$ cat src/rtl/mem_access_if.sv
// Requester-side load/store handshake for mem_access_unit: a request channel and a response channel.
interface mem_access_if;
  logic        req_valid;
  logic        req_ready;
  logic        req_write;
  logic        req_byte;
  logic [15:0] req_addr;
  logic [31:0] req_wdata;
  logic        rsp_valid;
  logic        rsp_ready;
  logic [31:0] rsp_rdata;
  logic        rsp_err;

  modport master (
    output req_valid, req_write, req_byte, req_addr, req_wdata, rsp_ready,
    input  req_ready, rsp_valid, rsp_rdata, rsp_err
  );

  modport slave (
    input  req_valid, req_write, req_byte, req_addr, req_wdata, rsp_ready,
    output req_ready, rsp_valid, rsp_rdata, rsp_err
  );
endinterface

$ cat src/rtl/mem_access_unit.sv
// Single-outstanding load/store unit on a word memory; byte stores go through read-modify-write.
// Optional misaligned-word trap enabled by defining MEM_ACCESS_ALIGN_CHECK_EN.
module mem_access_unit #(
  parameter int READ_LAT = 1
) (
  input  logic         clk,
  input  logic         rst,
  mem_access_if.slave  bus,
  output logic [15:0]  address,
  output logic [31:0]  write_data,
  output logic         mem_write,
  output logic         mem_read,
  input  logic [31:0]  read_data
);

  typedef enum logic [2:0] {IDLE, RD, WR, RMW_RD, RMW_WR, RESP} state_t;

  state_t      state, state_nxt;
  logic        byte_q;
  logic [15:0] addr_q;
  logic [31:0] wdata_q, word_q, rdata_q, merged;
  logic [2:0]  cnt;
  logic [7:0]  lane;
  logic        accept, misalign, rd_last;

  assign accept  = (state == IDLE) && bus.req_valid;
  assign rd_last = (cnt == 3'(READ_LAT - 1));

`ifdef MEM_ACCESS_ALIGN_CHECK_EN
  assign misalign = ~bus.req_byte && (bus.req_addr[1:0] != 2'b00);
`else
  assign misalign = 1'b0;
`endif

  assign lane = 8'(read_data >> {addr_q[1:0], 3'b000});

  always_comb begin
    merged = word_q;
    merged[{addr_q[1:0], 3'b000} +: 8] = wdata_q[7:0];
  end

  always_ff @(posedge clk or posedge rst) begin
    if (rst) state <= IDLE;
    else     state <= state_nxt;
  end

  // Memory strobes decode straight from state so an async reset kills them at once.
  always_comb begin
    state_nxt     = state;
    bus.req_ready = 1'b0;
    bus.rsp_valid = 1'b0;
    mem_read      = 1'b0;
    mem_write     = 1'b0;
    write_data    = '0;
    address       = '0;
    if (state != IDLE) address = {addr_q[15:2], 2'b00};
    case (state)
      IDLE: begin
        bus.req_ready = 1'b1;
        if (bus.req_valid) begin
          if (misalign)                         state_nxt = RESP;
          else if (bus.req_write && bus.req_byte) state_nxt = RMW_RD;
          else if (bus.req_write)               state_nxt = WR;
          else                                  state_nxt = RD;
        end
      end
      RD: begin
        mem_read = 1'b1;
        if (rd_last) state_nxt = RESP;
      end
      RMW_RD: begin
        mem_read = 1'b1;
        if (rd_last) state_nxt = RMW_WR;
      end
      WR: begin
        mem_write  = 1'b1;
        write_data = wdata_q;
        state_nxt  = RESP;
      end
      RMW_WR: begin
        mem_write  = 1'b1;
        write_data = merged;
        state_nxt  = RESP;
      end
      RESP: begin
        bus.rsp_valid = 1'b1;
        if (bus.rsp_ready) state_nxt = IDLE;
      end
      default: state_nxt = IDLE;
    endcase
  end

  always_ff @(posedge clk or posedge rst) begin
    if (rst) begin
      byte_q  <= 1'b0;
      addr_q  <= '0;
      wdata_q <= '0;
      word_q  <= '0;
      rdata_q <= '0;
      cnt     <= '0;
    end else begin
      if (accept) begin
        byte_q  <= bus.req_byte;
        addr_q  <= bus.req_addr;
        wdata_q <= bus.req_wdata;
        rdata_q <= '0;
        cnt     <= '0;
      end
      if (mem_read) begin
        cnt <= cnt + 3'd1;
        if (rd_last) begin
          word_q <= read_data;
          if (state == RD) rdata_q <= byte_q ? {24'b0, lane} : read_data;
        end
      end
    end
  end

  assign bus.rsp_rdata = rdata_q;

`ifdef MEM_ACCESS_ALIGN_CHECK_EN
  logic err_q;
  always_ff @(posedge clk or posedge rst) begin
    if (rst)         err_q <= 1'b0;
    else if (accept) err_q <= misalign;
  end
  assign bus.rsp_err = err_q;
`else
  assign bus.rsp_err = 1'b0;
`endif

endmodule

$ cat src/flat_wrapper.sv
// flat-port wrapper written by rule: the top's interface ports become plain ports
module mem_access_unit_flat 
#(
  parameter int READ_LAT = 1
)
  (clk, rst, address, write_data, mem_write, mem_read, read_data, bus_req_valid, bus_req_write, bus_req_byte, bus_req_addr, bus_req_wdata, bus_rsp_ready, bus_req_ready, bus_rsp_valid, bus_rsp_rdata, bus_rsp_err);
  mem_access_if bus_i ();
  input  logic clk;
  input  logic rst;
  output logic [15:0] address;
  output logic [31:0] write_data;
  output logic mem_write;
  output logic mem_read;
  input  logic [31:0] read_data;
  input wire logic [$bits(bus_i.req_valid)-1:0] bus_req_valid;
  input wire logic [$bits(bus_i.req_write)-1:0] bus_req_write;
  input wire logic [$bits(bus_i.req_byte)-1:0] bus_req_byte;
  input wire logic [$bits(bus_i.req_addr)-1:0] bus_req_addr;
  input wire logic [$bits(bus_i.req_wdata)-1:0] bus_req_wdata;
  input wire logic [$bits(bus_i.rsp_ready)-1:0] bus_rsp_ready;
  output wire logic [$bits(bus_i.req_ready)-1:0] bus_req_ready;
  output wire logic [$bits(bus_i.rsp_valid)-1:0] bus_rsp_valid;
  output wire logic [$bits(bus_i.rsp_rdata)-1:0] bus_rsp_rdata;
  output wire logic [$bits(bus_i.rsp_err)-1:0] bus_rsp_err;
  assign bus_i.req_valid = bus_req_valid;
  assign bus_i.req_write = bus_req_write;
  assign bus_i.req_byte = bus_req_byte;
  assign bus_i.req_addr = bus_req_addr;
  assign bus_i.req_wdata = bus_req_wdata;
  assign bus_i.rsp_ready = bus_rsp_ready;
  assign bus_req_ready = bus_i.req_ready;
  assign bus_rsp_valid = bus_i.rsp_valid;
  assign bus_rsp_rdata = bus_i.rsp_rdata;
  assign bus_rsp_err = bus_i.rsp_err;
  mem_access_unit #(.READ_LAT(READ_LAT)) u_core (.clk(clk), .rst(rst), .bus(bus_i), .address(address), .write_data(write_data), .mem_write(mem_write), .mem_read(mem_read), .read_data(read_data));
endmodule
$ cat config.mk
export PLATFORM = sky130hd
export DESIGN_NAME = mem_access_unit_flat
export DESIGN_NICKNAME = d
export VERILOG_FILES = /design/src/rtl/mem_access_if.sv /design/src/rtl/mem_access_unit.sv /design/src/flat_wrapper.sv
export SDC_FILE = /design/constraint.sdc
export NUM_CORES = 1
export LEC_CHECK = 0
export ABC_CLOCK_PERIOD_IN_PS = 6300
export BUFFER_PORTS_ARGS = -buffer_cell sky130_fd_sc_hd__buf_2
export CAP_MARGIN = 25
export CORE_ASPECT_RATIO = 0.5
export CORE_MARGIN = 2
export CORE_UTILIZATION = 39
export CTS_CLUSTER_SIZE = 25
export DETAILED_ROUTE_END_ITERATION = 16
export PLACE_DENSITY = 0.73
export SYNTH_ARGS = -nofsm -noshare
export SYNTH_HDL_FRONTEND = slang
export SYNTH_SLANG_ARGS = --single-unit
$ cat constraint.sdc
create_clock -name clk -period 6.3 [get_ports clk]
set_input_delay 0.63 -clock clk [delete_from_list [all_inputs] [get_ports clk]]
set_output_delay 0.63 -clock clk [all_outputs]
set_load 0.005 [all_outputs]
==> metrics.txt <==
status=complete, no violations; total of max-cap violations=0; Mapped Cells=515; Placer Congestion=0.9642; Worst-Skew Late Latency=0.41 ns; CTS tree=yes; DR pass1 iterations=5; setup_tns=0 ns; wire length per cell=18.20 microns; CP startpoint kind=register; CP max stage delay=0.77 ns; clk buf depth=2; Critical-path top delay cell=dfrtp_1; DRC=0; Post-synth top flop=dfrtp_1; Leak Pwr=3.547 nW; hold buffers post-CTS=0; NetSw=1.319 mW; WP data arrival=2.87 ns; Hold Violations, Final=0; # rows=30; Area Growth Syn to Fin=28.16%; Core Area=13,810 sq um; io pins=171; crit-path cells=inv_1 -> ha_1 -> nor2_1 -> nand4_1 -> o22ai_1 -> buf_2; Buf+Inv Stages, Crit Path=2; Internal=2.439 mW; IO buf count=167; initial antenna violation count=3; vias per cell=5.372; die height=88.85 microns; Yosys top cell by area=dfrtp_1; Top delay family on crit path=flip-flops; fmax=0.2858 GHz; Syn Area/Cell=10.90 sq um; switch share=35.10%; total track usage=21.01%; worst clock skew=0.009813 ns; die area=15,430 sq um; asr flop ratio synth=100.0%; layout cells sized above 1=37.66%; Reg power frac=38.2%; CTS Sinks=119; aggregate global routing overflow=0; post-synth top area share=53.03%; synthesized cell area=5615 sq um; CTS buffer count=17; fin crit share=55.54%; post-synthesis sequential area ratio=53.03%; Comb pwr share=34.5%; Rel. slew slack=32.94%; Clock Tree Root=clkbuf_16; Worst Max-Slew Pin Slew=1.000 ns; final wirelength=15,980 microns; commonest non-fill, non-tap cell in the layout=buf_2; CP Max Fanout=24; crit end category=output pin; critical path class=reg -> out; vias in the first global route=4,476; Slew Limit Fails=0; post-layout min period=3.499 ns; Horiz. Die Dim=173.7 microns; ranking of synthesized cells by area=dfrtp_1 53%, mux2_2 9.2%, nand2_1 7.4%; overall power=3.758 mW; DPL Wire Length=11,430 microns; unrepaired setup endpoints after global routing=no; Pwr Density=522.2 nW/um^2; Clock Power Share=27.3%; first-pass GRT wire length=24,300 microns; ANT nets after route=0; clock slew at reported path FFs=0.06 ns; Min-Delay Path Class=in -> async; # setup viols final=0; vias=4,717; Starting Density=40.65%; Crit path required time=5.67 ns; FF+latch count, synth=119; most frequent cells in the layout=168 x buf_2, 119 x dfrtp_1, 111 x nand2_1; Layout Nets=766; largest net degree at the start of global routing=66; Initial DRC Count=312; Resized Gates After CTS=0; YS warnings=0; post-CTS repair timing setup buffer count=0; Post-synth EDFFs=0; Yosys cell types=43; worst vdd ir=185.6 uV; CTS H-tree lvls=4
## sequential cells by signal (all words and copies together), names as in the netlist
register,cells
u_core.addr_q,16
u_core.state,3
u_core.cnt,3
u_core.byte_q,1
u_core.bus.rsp_rdata,32
u_core.wdata_q,32
u_core.word_q,32
## cell type report
cell class / instances / area (sq um)
Timing Repair Buffer: 175 / 933.4
Inverter: 10 / 40.04
Clock buffer: 19 / 442.9
Sequential cell: 119 / 2978
Clock inverter: 12 / 177.7
Multi-Input combinational cell: 350 / 2382
Fill cell: 1279 / 6616
Tap cell: 192 / 240.2
Antenna cell: 1 / 2.502
## kinds of logic after synthesis
kind of cell / Yosys count / synth area share (%)
simple gates: 181 / 16.02
flops: 119 / 53.03
compound gates: 110 / 14.80
mux: 49 / 9.759
buf+inv: 48 / 4.768
fa+ha+maj: 7 / 1.560
other cells: 1 / 0.06678
## cell usage after synthesis, drive strengths merged, types with 9 or more instances
master,n
nand2b,18
buf,34
a22oi,25
dfrtp,119
inv,10
a22o,33
o22ai,25
mux2,46
nand2,111
nor2b,17
nand4,9
## power by group through the flow
stage | combinational (mW) | sequential, mW | clock, mW
finish | 1.30 | 1.44 | 1.03
global route | 1.44 | 1.47 | 1.08
CTS | 1.25 | 1.45 | 1.04
detailed placement | 1.25 | 1.45 | 0
global placement | 1.20 | 1.44 | 0
floorplan | 0.977 | 1.28 | 0
## worst reg2reg max path, cell delays in order, from the launching register on
cell and delay (ns):
dfrtp_1 0.51, buf_16 0.22, and4bb_1 0.23, buf_4 0.41, and3_1 0.87, a22o_1 0.24
## per-layer routing
metal | GRT usage, % | up-vias | part of all wire [%]
met5 | 0 | - | 0.13
met1 | 28.32 | 2335 | 45
li1 | - | 2155 | -
met3 | 5.756 | 37 | 7.7
met2 | 32.84 | 186 | 45
met4 | 8.021 | 4 | 2.1
## worst paths after layout
kind / start / endpoint / slack [ns] / cells past startpoint
setup / recovery: u_core.addr_q[0]$_DFFE_PP0P_ / write_data[13] / 2.80 / 6
hold / removal: rst / u_core.addr_q[15]$_DFFE_PP0P_ / 0.32 / 2
setup reg to reg: u_core.state[0]$_DFFE_PP0P_ / u_core.bus.rsp_rdata[27]$_DFF_PP0_ / 3.75 / 5
hold reg to reg: u_core.wdata_q[26]$_DFFE_PP0P_ / u_core.wdata_q[26]$_DFFE_PP0P_ / 0.48 / 2
max in group asynchronous: rst / u_core.bus.rsp_rdata[13]$_DFF_PP0_ / 4.67 / 3
min in group clk: bus_req_wdata[7] / u_core.wdata_q[7]$_DFFE_PP0P_ / 0.40 / 3
## metrics by stage
| stage | hold WS (ns) | worst slack [ns] | area, sq um | util [%] | cells |
|---|---|---|---|---|---|
| 3_5_place_dp | 0.4664 | 3.015 | 6541 | 47.36 | 844 |
| 4_1_cts | 0.3476 | 2.574 | 7162 | 51.85 | 875 |
| 6_report | 0.3196 | 2.801 | 7197 | 52.10 | 878 |
| 5_1_grt | 0.3705 | 2.610 | 7194 | 52.08 | 877 |
| 3_3_place_gp | 0.4623 | 3.164 | 6514 | 47.16 | 843 |
| 2_1_floorplan | 0.4450 | 2.513 | 5623 | - | 517 |
Note: power is estimated with default switching activity, not from simulation.
